===== config.mk =====
export PLATFORM = sky130hd
export DESIGN_NAME = speed_level_ctrl
export DESIGN_NICKNAME = d
export VERILOG_FILES = /design/src/rtl/speed_level_ctrl.sv
export SDC_FILE = /design/constraint.sdc
export NUM_CORES = 1
export LEC_CHECK = 0
export CAP_MARGIN = 40
export CORE_AREA = 3 3 75 56
export DETAILED_ROUTE_END_ITERATION = 10
export DIE_AREA = 0 0 78 59
export GPL_TIMING_DRIVEN = 0
export PLACE_DENSITY_LB_ADDON = 0.05
export SLEW_MARGIN = 20
export SYNTH_ARGS = -nofsm -noshare
export SYNTH_HDL_FRONTEND = slang
export SYNTH_SLANG_ARGS = --single-unit

===== constraint.sdc =====
create_clock -name i_clk -period 7.3 [get_ports i_clk]
set_input_delay 2.19 -clock i_clk [delete_from_list [all_inputs] [get_ports i_clk]]
set_output_delay 2.19 -clock i_clk [all_outputs]
set_load 0.01 [all_outputs]

===== src/rtl/speed_level_ctrl.sv =====
// Speed-level controller: button edges -> target/applied level, PWM compare and BCD percent.
// Optional slew-limited ramp toward the target when SPEED_RAMP_EN is defined.
module speed_level_ctrl #(
    parameter int LEVELS   = 7,
    parameter int CV_W     = 4,
    parameter int CV_STEP  = 2,
    parameter int PCT_STEP = 15,
    parameter int RAMP_DIV = 1000
) (
    input  logic            i_clk,
    input  logic            i_reset,
    input  logic            i_u,
    input  logic            i_d,
    input  logic            i_stop,
    output logic [3:0]      o_target,
    output logic [3:0]      o_level,
    output logic [CV_W-1:0] o_cv,
    output logic [3:0]      o_left_digit,
    output logic [3:0]      o_right_digit,
    output logic            o_at_target
);

    typedef enum logic [1:0] {
        IDLE,
        RAMP_UP,
        RAMP_DN
    } state_t;

    localparam logic [3:0] TOP = 4'(LEVELS - 1);
    localparam int PW = CV_W + 8;
    localparam logic [PW-1:0] CV_MAX = PW'((1 << CV_W) - 1);

    state_t     state;
    logic       u_q;
    logic       d_q;
    logic       up_ev;
    logic       dn_ev;
    logic [PW-1:0] prod;
    logic [7:0] pct;

    always_ff @(posedge i_clk) begin
        if (i_reset) begin
            u_q <= 1'b0;
            d_q <= 1'b0;
        end else begin
            u_q <= i_u;
            d_q <= i_d;
        end
    end

    // Simultaneous buttons cancel each other out
    assign up_ev = i_u & ~u_q & ~i_d;
    assign dn_ev = i_d & ~d_q & ~i_u;

    always_ff @(posedge i_clk) begin
        if (i_reset || i_stop) begin
            o_target <= 4'd0;
        end else if (up_ev && o_target != TOP) begin
            o_target <= o_target + 4'd1;
        end else if (dn_ev && o_target != 4'd0) begin
            o_target <= o_target - 4'd1;
        end
    end

    always_comb begin
        state = IDLE;
        if (o_level < o_target) begin
            state = RAMP_UP;
        end else if (o_level > o_target) begin
            state = RAMP_DN;
        end
    end

    assign o_at_target = (state == IDLE);

`ifdef SPEED_RAMP_EN
    localparam int CW = $clog2(RAMP_DIV);

    logic [CW-1:0] cnt;
    logic          tc;

    assign tc = (cnt == CW'(RAMP_DIV - 1));

    always_ff @(posedge i_clk) begin
        if (i_reset || i_stop) begin
            cnt     <= '0;
            o_level <= 4'd0;
        end else if (state == IDLE) begin
            cnt <= '0;
        end else if (tc) begin
            cnt     <= '0;
            o_level <= (state == RAMP_UP) ? o_level + 4'd1
                                          : o_level - 4'd1;
        end else begin
            cnt <= cnt + 1'b1;
        end
    end
`else
    always_ff @(posedge i_clk) begin
        if (i_reset || i_stop) begin
            o_level <= 4'd0;
        end else begin
            o_level <= o_target;
        end
    end
`endif

    always_comb begin
        prod = PW'(o_level) * PW'(CV_STEP);
        pct  = 8'(o_level) * 8'(PCT_STEP);
        o_cv = (prod > CV_MAX) ? CV_W'(CV_MAX) : CV_W'(prod);
        o_left_digit  = 4'(pct / 8'd10);
        o_right_digit = 4'(pct % 8'd10);
    end

endmodule

==> results of run 1 <==
[Yosys cell counts, types with 3 or more instances]
master                      n  area (um2)
sky130_fd_sc_hd__a21o_1     4        30.0
sky130_fd_sc_hd__inv_1     19        71.3
sky130_fd_sc_hd__dfxtp_1   10         200
sky130_fd_sc_hd__o211ai_1   5        37.5
sky130_fd_sc_hd__nand3_1    7        35.0
sky130_fd_sc_hd__o31ai_1    5        37.5
sky130_fd_sc_hd__clkbuf_1   7        26.3
sky130_fd_sc_hd__nor3b_1    3        22.5
sky130_fd_sc_hd__buf_4      3        22.5
sky130_fd_sc_hd__nor4b_1    5        43.8
sky130_fd_sc_hd__ha_1      20         250
sky130_fd_sc_hd__a211oi_1   5        37.5
sky130_fd_sc_hd__nor3_1    16        80.1
sky130_fd_sc_hd__nor2b_1    3        18.8
sky130_fd_sc_hd__nand2_1   16        60.1
sky130_fd_sc_hd__o21a_1     3        22.5
sky130_fd_sc_hd__fa_1       6         120
sky130_fd_sc_hd__o21ai_0    4        20.0
sky130_fd_sc_hd__xnor2_1   10        87.6
sky130_fd_sc_hd__a21oi_1   13        65.1
sky130_fd_sc_hd__nor2_1    17        63.8
[routing by layer]
| layer | up-vias | track usage, % |
|---|---|---|
| met5 | - | 0 |
| met4 | 0 | 3.74 |
| met3 | 2 | 4.56 |
| met2 | 86 | 31.0 |
| met1 | 960 | 36.0 |
| li1 | 968 | - |
[path summary, 6_finish.rpt]
path / from / to / slack, ns
min reg2reg: o_target[2]$_SDFFE_PP0P_ / o_level[2]$_SDFF_PP0_ / 0.58
max reg2reg: o_target[1]$_SDFFE_PP0P_ / o_target[3]$_SDFFE_PP0P_ / 4.77
min: o_target[2]$_SDFFE_PP0P_ / o_level[2]$_SDFF_PP0_ / 0.58
max: o_level[1]$_SDFF_PP0_ / o_right_digit[1] / 0.12
[worst min-delay path: stages (launching register included)]
cell	delay, ns
sky130_fd_sc_hd__dfxtp_1	0.38
sky130_fd_sc_hd__inv_1	0.10
sky130_fd_sc_hd__nor3_1	0.05
[layout make-up]
| class | count | area [um2] |
|---|---|---|
| clock buffers | 4 | 55.1 |
| flip-flops and latches | 10 | 210 |
| inverters | 20 | 75.1 |
| plain buffers | 13 | 75.1 |
| well taps | 50 | 62.6 |
| multi-input cells | 195 | 1710 |
| repair buffers | 40 | 359 |
| fillers | 282 | 965 |
[power by group through the flow]
stage | Clock (W) | Sequential [W] | Combinational [W]
floorplan | 0 | 0.0000590 | 0.0000304
global placement | 0 | 0.0000592 | 0.0000462
detailed placement | 0 | 0.0000592 | 0.0000466
CTS | 0.0000720 | 0.0000574 | 0.0000495
global route | 0.0000753 | 0.0000577 | 0.0000602
finish | 0.0000720 | 0.0000574 | 0.0000559
[registers in the layout, indices dropped and copies added, names as in the netlist]
register / cells
u_q: 1
o_level: 4
d_q: 1
o_target: 4
[repair_timing]
action / 4_1_cts / 5_1_grt
endpoints found under the setup margin: 5 / 5
pin swaps: 10 / 17
gates resized for setup: 23 / 34
setup buffers: 12 / 5
[logic make-up after synthesis]
| kind of cell | after synthesis | synth area share [%] |
|---|---|---|
| mux | 3 | 1.66 |
| buf+inv | 35 | 8.42 |
| xor+xnor | 12 | 5.96 |
| compound gates | 69 | 28.5 |
| simple gates | 84 | 24.7 |
| flops | 10 | 10.6 |
| fa+ha+maj | 27 | 20.1 |
[metrics by stage]
stage	setup TNS (ns)	area [um2]	hold slack, ns	utilization (%)	total power, W
floorplan	0	1890	0.542	-	0.0000894
global placement	-1.04	2180	0.557	62.1	0.000105
detailed placement	-1.07	2180	0.559	62.1	0.000106
CTS	0	2360	0.564	67.2	0.000179
global route	-0.102	2550	0.596	72.5	0.000193
finish	0	2550	0.579	72.5	0.000185
==> metrics.txt, run 1 <==
measured slew at the worst slew-check pin 0.672 ns; Hold Path Stages 2; quantity of I/O buffers inserted on ports 23; top routing layer in use met4; Int Pwr 0.000131 W; core footprint 3510 um2; Non-Filler Instances 332; proportion of synthesized flip-flops having asynchronous set or reset 0%; antenna fix cells 0; drt first-iter violations 210; most common cell after layout, fill and taps aside sky130_fd_sc_hd__ha_1; distinct cell type count after synthesis 67; share of layout cells above drive strength 1 24.8%; type of element capturing the critical path output pin; drt via density 6.07; routed wire length 5210 um; net switching fraction of the power 29.5%; net count of the mapped netlist 271; dpl ws -0.316 ns; minimum setup slack in the final design 0.116 ns; kind of critical path register to output pin; routability-driven placement congestion ratio 0.916; critical path cell sequence fa_1, fa_1, inv_2, fa_2, and3b_1, a2111oi_4, o311a_1, o2bb2a_1, a21oi_2, nand3_4, buf_6, a211oi_4, nor4_4, buf_4, buf_6, buf_6, nor4b_4, nand2_1, o2111ai_2, buf_2; # DRC 0; part of the power in registers 31.0%; most frequent cells in the layout sky130_fd_sc_hd__ha_1, sky130_fd_sc_hd__inv_1, sky130_fd_sc_hd__clkdlybuf4s50_1; worst clock skew on the final layout 0.00206 ns; Max Slew Vio Count 0; HPWL after DPL 3530 um; layout net count 314; post-detailed-route count of antenna-violating nets 0; CP startpoint kind register; unrepaired setup endpoints after global routing true; largest net degree at the start of global routing 11; required time at the worst-slack endpoint 5.11 ns; die span in x 78 um; initial antenna violation count 0; initial standard-cell utilization of the core 53.7%; total met3 wirelength after detailed routing 328 um; Hold Crit Class register to register; I/O pin total 26; remaining max-slew budget at the tightest pin 54.8%; number of max-cap violations 0; P_sw 0.0000547 W; number of CTS-inserted buffers 3; post-synthesis cell area 1890 um2; total of endpoints with negative setup slack in the final report 0; leakage component of the power 1.07 nW; VDD IR max 0.0865 mV; number of H-tree levels 1; number of global-route vias before repair 1770; power density of the placed cells 72.7 nW/um2; number of sinks on the clock net 10; TritonCTS clock tree built; number of placed instances, taps included 313; signed area change from the synthesized netlist to the final layout 35.0%; DRT met1 WL 2680 um; post-route minimum period 7.18 ns; arrival time at the worst endpoint 4.99 ns; vias 2016; wire length per cell 15.7 um; num rows 18; GRT overflow 0; clock transition at the registers of the reported paths 0.05 ns; Die Y 59 um; clock power share 38.8%; combined buffer and inverter count along the critical path 6; GR Util All Layers 22.5%; Top cell by count, worst path sky130_fd_sc_hd__buf_6; Logic pwr share 30.2%; 1st-pass router iterations 4; worst-path cell with the longest stage delay sky130_fd_sc_hd__fa_1; clk buf depth 2; count of cells along the worst register-to-register path 9; number of enable-type register cells in the synthesized netlist 0; flops & latches, synth 10; dominant register cell in the synthesized netlist sky130_fd_sc_hd__dfxtp_1; Max Clock Freq 139 MHz; Post-Synthesis Cells 240; sum of met2 wire segment lengths after detailed routing 2180 um; cell count along the critical path 20; part of the Yosys area used for sequential elements 10.6%; dominant delay contributor by cell family on the critical path adder cells; outcome completed; post-synthesis average cell area 7.87 um2; top fanout value on the critical path 7; area of the die 4600 um2; clk_lat worst skew 0.24 ns; clock root buffer sky130_fd_sc_hd__clkbuf_8; global-route wire length before repair 8290 um; Final Hold Fails 0; fraction of the cycle the final worst path needs 98.4%; Critical Path Max Stage Delay 0.54 ns; count of yosys warnings during synthesis 0; CTS hold repair buffers 0
No activity file was read; power rests on OpenSTA's default activity.
==> run 2: changes to the inputs <==
--- a/config.mk
+++ b/config.mk
@@ -6,9 +6,11 @@
 export NUM_CORES = 1
 export LEC_CHECK = 0
 export CAP_MARGIN = 40
-export CORE_AREA = 3 3 75 56
+export CELL_PAD_IN_SITES_DETAIL_PLACEMENT = 0
+export CELL_PAD_IN_SITES_GLOBAL_PLACEMENT = 1
+export CORE_AREA = 3 3 86 63
 export DETAILED_ROUTE_END_ITERATION = 10
-export DIE_AREA = 0 0 78 59
+export DIE_AREA = 0 0 89 66
 export GPL_TIMING_DRIVEN = 0
 export PLACE_DENSITY_LB_ADDON = 0.05
 export SLEW_MARGIN = 20
==> run 2 against run 1 <==
Against the previous run:
- global-route usage shrank 5.3 points
- critical path depth shrank 4
- sequential power shrank 0.7%
- cell count grew 1.8%
- die area grew 28%
- fmax grew 0.30%
- critical path type unchanged
- largest power group unchanged
- sequential share of layout area grew 0.44 points
- highest routed layer unchanged
- utilization shrank 21 points
- non-clock buffer count shrank 1
- cell area shrank 4.0%
==> metrics.txt, run 2 (synthesis results as in run 1) <==
Die Y 66 um (was 59 um); number of global-route vias before repair 1757 (was 1770); area of the die 5870 um2 (was 4600 um2); global-route wire length before repair 8240 um (was 8290 um); post-detailed-route count of antenna-violating nets 0 (unchanged); core footprint 4700 um2 (was 3510 um2); worst clock skew on the final layout 0.00520 ns (was 0.00206 ns); kind of critical path register to output pin (unchanged); clock transition at the registers of the reported paths 0.05 ns (about the same); number of H-tree levels 1 (unchanged); most common cell after layout, fill and taps aside sky130_fd_sc_hd__ha_1 (unchanged); drt via density 5.70 (was 6.07); clk buf depth 2 (unchanged); measured slew at the worst slew-check pin 0.630 ns (was 0.672 ns); Max Slew Vio Count 0 (unchanged); routability-driven placement congestion ratio 0.800 (was 0.916); type of element capturing the critical path output pin (unchanged); largest net degree at the start of global routing 11 (unchanged); unrepaired setup endpoints after global routing true (unchanged); GR Util All Layers 17.2% (was 22.5%); fraction of the cycle the final worst path needs 98.1% (was 98.4%); number of CTS-inserted buffers 3 (unchanged); drt first-iter violations 128 (was 210); remaining max-slew budget at the tightest pin 57.6% (was 54.8%); 1st-pass router iterations 4 (unchanged); Worst setup startpoint o_level[2]$_SDFF_PP0_ (was o_level[1]$_SDFF_PP0_); FF-to-FF Start o_target[1]$_SDFFE_PP0P_ (unchanged); setup slack of the most critical reg-to-reg path 4.95 ns (was 4.77 ns); Sum Neg Setup Slack 0 ns (unchanged); routed wire length 5140 um (was 5210 um); Max Clock Freq 140 MHz (was 139 MHz); VDD IR max 0.0645 mV (was 0.0865 mV); die span in x 89 um (was 78 um); clock root buffer sky130_fd_sc_hd__clkbuf_8 (unchanged); required time at the worst-slack endpoint 5.11 ns (about the same); power density of the placed cells 72.1 nW/um2 (was 72.7 nW/um2); quantity of I/O buffers inserted on ports 23 (unchanged); total of endpoints with negative setup slack in the final report 0 (unchanged); post-route minimum period 7.16 ns (was 7.18 ns); top fanout value on the critical path 7 (unchanged); antenna fix cells 0 (unchanged); number of max-cap violations 0 (unchanged); leakage component of the power 1.03 nW (was 1.07 nW); initial standard-cell utilization of the core 40.1% (was 53.7%); most frequent cells in the layout sky130_fd_sc_hd__ha_1, sky130_fd_sc_hd__inv_1, sky130_fd_sc_hd__clkdlybuf4s50_1 (unchanged); I/O pin total 26 (unchanged); final std cell area, no fill 2450 um2 (was 2550 um2); num rows 21 (was 18); reg2reg end o_target[3]$_SDFFE_PP0P_ (unchanged); TritonCTS clock tree built (unchanged); Area after DPL 2190 um2 (was 2180 um2); Final Hold Fails 0 (unchanged); share of layout cells above drive strength 1 23.1% (was 24.8%); clk_lat worst skew 0.24 ns (about the same); worst setup path end o_right_digit[1] (unchanged); outcome completed (unchanged); Hold Crit Class register to register (unchanged); signed area change from the synthesized netlist to the final layout 29.6% (was 35.0%); wire length per cell 15.2 um (was 15.7 um); CP startpoint kind register (unchanged); count of cells along the worst register-to-register path 9 (unchanged); arrival time at the worst endpoint 4.97 ns (was 4.99 ns); vias 1925 (was 2016); layout net count 313 (was 314); biggest registers after layout o_level (4), o_target (4) (unchanged); # DRC 0 (unchanged); HPWL after DPL 3700 um (was 3530 um); GRT overflow 0 (unchanged); CTS hold repair buffers 0 (unchanged); number of sinks on the clock net 10 (unchanged); initial antenna violation count 0 (unchanged)
run 2: changes by cell type in the layout (fill, tap and decap cells not counted), sizes merged:
| cell | delta |
|---|---|
| buf | -1 |
| clkbuf | +1 |
| dlygate4sd2 | -1 |
run 2: worst min path at each step:
stage,start,endpoint,depth (start not counted)
2_1_floorplan,o_target[2]$_SDFFE_PP0P_,o_level[2]$_SDFF_PP0_,2
3_3_place_gp,o_target[2]$_SDFFE_PP0P_,o_level[2]$_SDFF_PP0_,2
3_5_place_dp,o_target[2]$_SDFFE_PP0P_,o_level[2]$_SDFF_PP0_,2
4_1_cts,o_target[2]$_SDFFE_PP0P_,o_level[2]$_SDFF_PP0_,2
5_1_grt,o_target[3]$_SDFFE_PP0P_,o_level[3]$_SDFF_PP0_,2
6_report,o_target[2]$_SDFFE_PP0P_,o_level[2]$_SDFF_PP0_,2
run 2: what timing repair did:
action	4_1_cts	5_1_grt
hold endpoints to repair	0	0
pin swaps	10	10
resized for setup	21	25
endpoints found under the setup margin	5	5
gates cloned	0	0
buffers inserted	8	7
run 2: report_power, final:
group / switching (W) / internal [W] / total (W)
Combinational: 0.0000262 / 0.0000249 / 0.0000511
Clock: 0.0000211 / 0.0000473 / 0.0000684
Sequential: 0.00000181 / 0.0000552 / 0.0000570
run 2: per-layer routing:
layer,track usage (%),vias up,wire [um]
li1,-,969,-
met1,27.3,903,2870
met2,23.8,49,2060
met3,3.61,4,188
met4,2.04,0,23
met5,0,-,0
run 2: metrics by stage:
stage	std cells	utilization [%]	power (W)	setup WS (ns)	hold WS (ns)
6_report	338	52.0	0.000176	0.138	0.563
5_1_grt	338	52.0	0.000186	-0.0448	0.601
4_1_cts	332	49.9	0.000175	0.00740	0.559
3_5_place_dp	320	46.6	0.000106	-0.349	0.566
3_3_place_gp	320	46.6	0.000106	-0.368	0.570
2_1_floorplan	240	-	0.0000894	0.444	0.542
run 2: critical path, stage by stage (launching register included):
cell	delay (ns)
sky130_fd_sc_hd__dfxtp_4	0.34
sky130_fd_sc_hd__fa_1	0.57
sky130_fd_sc_hd__fa_1	0.45
sky130_fd_sc_hd__ha_1	0.33
sky130_fd_sc_hd__a21o_4	0.26
sky130_fd_sc_hd__or4_4	0.52
sky130_fd_sc_hd__a21o_1	0.22
sky130_fd_sc_hd__a21boi_2	0.17
sky130_fd_sc_hd__o211ai_2	0.25
sky130_fd_sc_hd__nand3_4	0.15
sky130_fd_sc_hd__a22o_4	0.30
sky130_fd_sc_hd__a21o_1	0.18
sky130_fd_sc_hd__a2111oi_4	0.41
sky130_fd_sc_hd__buf_4	0.19
sky130_fd_sc_hd__o2111ai_2	0.10
sky130_fd_sc_hd__o2111ai_1	0.12
sky130_fd_sc_hd__buf_2	0.16
run 2: cell type report:
cell class              count  area, um2
plain buffers              13       73.8
clock buffers               4       55.1
fillers                   470       2260
inverters                  20       75.1
multi-input cells         195       1630
flip-flops and latches     10        213
well taps                  57       71.3
repair buffers             39        330
==> run 3: changes to the inputs <==
--- a/config.mk
+++ b/config.mk
@@ -5,14 +5,16 @@
 export SDC_FILE = /design/constraint.sdc
 export NUM_CORES = 1
 export LEC_CHECK = 0
-export CAP_MARGIN = 40
+export CAP_MARGIN = 5
 export CELL_PAD_IN_SITES_DETAIL_PLACEMENT = 0
 export CELL_PAD_IN_SITES_GLOBAL_PLACEMENT = 1
 export CORE_AREA = 3 3 86 63
 export DETAILED_ROUTE_END_ITERATION = 10
 export DIE_AREA = 0 0 89 66
+export GPL_ROUTABILITY_DRIVEN = 0
 export GPL_TIMING_DRIVEN = 0
 export PLACE_DENSITY_LB_ADDON = 0.05
+export SETUP_SLACK_MARGIN = 0.4
 export SLEW_MARGIN = 20
 export SYNTH_ARGS = -nofsm -noshare
 export SYNTH_HDL_FRONTEND = slang
==> run 3 against run 2 <==
Against the previous run:
- hold slack worse by 0.0011 ns
- die area unchanged
- critical path depth up 1
- routed wire length down 0.86%
- count of clock-buffer cells in the layout unchanged
- combinational power about the same
- sequential cell count unchanged
- non-clock buffer count up 3
- clock skew up 0.00088 ns
- first-iteration DRC count down 8.6%
- critical path type unchanged
==> metrics.txt, run 3 (synthesis results as in run 1) <==
CP startpoint kind register (unchanged); power density of the placed cells 70.4 nW/um2 (was 72.1 nW/um2); drt first-iter violations 117 (was 128); quantity of I/O buffers inserted on ports 23 (unchanged); Worst setup startpoint o_level[1]$_SDFF_PP0_ (was o_level[2]$_SDFF_PP0_); clk buf depth 2 (unchanged); largest net degree at the start of global routing 11 (unchanged); initial standard-cell utilization of the core 40.1% (unchanged); Max Clock Freq 140 MHz (about the same); number of CTS-inserted buffers 3 (unchanged); fraction of the cycle the final worst path needs 98.2% (was 98.1%); final std cell area, no fill 2510 um2 (was 2450 um2); Final Hold Fails 0 (unchanged); area of the die 5870 um2 (unchanged); number of H-tree levels 1 (unchanged); remaining max-slew budget at the tightest pin 57.6% (unchanged); initial antenna violation count 0 (unchanged); worst clock skew on the final layout 0.00608 ns (was 0.00520 ns); unrepaired setup endpoints after global routing true (unchanged); HPWL after DPL 3700 um (unchanged); dominant delay contributor by cell family on the critical path adder cells (was compound AO/OA/AOI/OAI gates); type of element capturing the critical path output pin (unchanged); GRT overflow 0 (unchanged); Post-Route Utilization 53.4% (was 52.0%); routed wire length 5100 um (was 5140 um); core footprint 4700 um2 (unchanged); Storage cell area 210 um2 (was 213 um2); combined buffer and inverter count along the critical path 4 (was 2); worst-path cell with the longest stage delay sky130_fd_sc_hd__fa_1 (unchanged); num rows 21 (unchanged); total of fill cells in the finished design 469 (was 470); clk_lat worst skew 0.24 ns (about the same); number of global-route vias before repair 1813 (was 1757); drt via density 5.68 (was 5.70); TritonCTS clock tree built (unchanged); part of the power in registers 32.4% (was 32.3%); global-route wire length before repair 8490 um (was 8240 um); post-detailed-route count of antenna-violating nets 0 (unchanged); die span in x 89 um (unchanged); clock root buffer sky130_fd_sc_hd__clkbuf_8 (unchanged); layout net count 316 (was 313); Die Y 66 um (unchanged); CTS hold repair buffers 0 (unchanged); Max Slew Vio Count 0 (unchanged); 1st-pass router iterations 4 (unchanged); footprint of the multi-input gates 1680 um2 (was 1630 um2); vias 1937 (was 1925); total of endpoints with negative setup slack in the final report 0 (unchanged); outcome completed (unchanged); required time at the worst-slack endpoint 5.11 ns (about the same); biggest registers after layout o_level (4), o_target (4) (unchanged); Critical Path Max Stage Delay 0.57 ns (about the same); most frequent cells in the layout sky130_fd_sc_hd__buf_4, sky130_fd_sc_hd__ha_1, sky130_fd_sc_hd__inv_1, sky130_fd_sc_hd__clkdlybuf4s50_1, sky130_fd_sc_hd__nor2_1 (was sky130_fd_sc_hd__ha_1, sky130_fd_sc_hd__inv_1, sky130_fd_sc_hd__clkdlybuf4s50_1); VDD IR max 0.0649 mV (was 0.0645 mV); number of max-cap violations 0 (unchanged); clock power share 38.7% (was 38.8%); arrival time at the worst endpoint 4.98 ns (was 4.97 ns); kind of critical path register to output pin (unchanged); worst hold start o_target[2]$_SDFFE_PP0P_ (unchanged); net switching fraction of the power 28.0% (was 27.8%); signed area change from the synthesized netlist to the final layout 33.1% (was 29.6%); critical path cell sequence fa_1, fa_1, ha_1, a21o_4, or4_4, a21o_1, o211ai_1, nand3_4, buf_6, a211oi_4, nor4_4, buf_4, buf_4, nor4b_1, a21oi_1, o2111ai_1, buf_2 (was fa_1, fa_1, ha_1, a21o_4, or4_4, a21o_1, a21boi_2, o211ai_2, nand3_4, a22o_4, a21o_1, a2111oi_4, buf_4, o2111ai_2, o2111ai_1, buf_2); I/O pin total 26 (unchanged); FF-to-FF Start o_target[1]$_SDFFE_PP0P_ (unchanged); Logic pwr share 28.9% (about the same); wire length per cell 14.9 um (was 15.2 um); P_sw 0.0000495 W (was 0.0000491 W); # DRC 0 (unchanged); Hold Crit Class register to register (unchanged); antenna fix cells 0 (unchanged); Int Pwr 0.000127 W (about the same); GR Util All Layers 17.7% (was 17.2%); number of sinks on the clock net 10 (unchanged); share of layout cells above drive strength 1 25.4% (was 23.1%); top fanout value on the critical path 7 (unchanged); measured slew at the worst slew-check pin 0.630 ns (about the same); post-route minimum period 7.17 ns (was 7.16 ns); Area after DPL 2190 um2 (unchanged); leakage component of the power 1.04 nW (was 1.03 nW); clock transition at the registers of the reported paths 0.05 ns (about the same)
run 3: cell types whose count changed in the layout (fill, tap and decap cells not counted), sizes merged:
cell / delta
dlymetal6s2s: -1
buf: +4
run 3: timing repair:
| item | in CTS | in global routing |
|---|---|---|
| resized for setup | 37 | 17 |
| buffers inserted | 14 | 3 |
| pin swaps | 17 | 17 |
| endpoints found under the setup margin | 5 | 5 |
| cloned | 0 | 0 |
run 3: final timing paths:
path	to	slack [ns]	depth (start not counted)
min reg2reg	o_level[2]$_SDFF_PP0_	0.56	2
max	o_right_digit[1]	0.13	17
max reg2reg	o_target[3]$_SDFFE_PP0P_	4.95	9
min	o_level[2]$_SDFF_PP0_	0.56	2
run 3: worst min-delay path, stage by stage, from the launching register on:
cell and delay [ns]:
sky130_fd_sc_hd__dfxtp_1 0.37, sky130_fd_sc_hd__inv_1 0.10, sky130_fd_sc_hd__nor3_1 0.05
run 3: stage by stage:
step	instances	total power [W]	setup WS, ns	setup TNS, ns	hold WS (ns)
2_1_floorplan	240	0.0000894	0.444	0	0.542
3_3_place_gp	320	0.000106	-0.368	-1.31	0.570
3_5_place_dp	320	0.000106	-0.349	-1.23	0.566
4_1_cts	338	0.000176	0.150	0	0.559
5_1_grt	341	0.000187	-0.0629	-0.0788	0.602
6_report	341	0.000177	0.135	0	0.561
run 3: routing by layer:
| layer | vias to the layer above | track usage (%) | wire length, um |
|---|---|---|---|
| met5 | - | 0 | 0 |
| li1 | 976 | - | - |
| met2 | 51 | 24.4 | 2080 |
| met1 | 906 | 27.9 | 2770 |
| met4 | 0 | 2.97 | 33 |
| met3 | 4 | 3.61 | 212 |
run 3: power by group through the flow:
stage | logic, W | registers [W] | clock network (W)
detailed placement | 0.0000464 | 0.0000591 | 0
global route | 0.0000560 | 0.0000575 | 0.0000733
global placement | 0.0000470 | 0.0000591 | 0
CTS | 0.0000491 | 0.0000573 | 0.0000696
finish | 0.0000512 | 0.0000573 | 0.0000685
floorplan | 0.0000304 | 0.0000590 | 0
run 3: area by class of cell:
class	instances	share of cell area (%)
multi-input combinational	195	66.8
clock buffer	4	2.19
buffer	15	3.44
inverter	20	2.99
tap	57	2.84
sequential	10	8.37
timing repair buffer	40	13.4
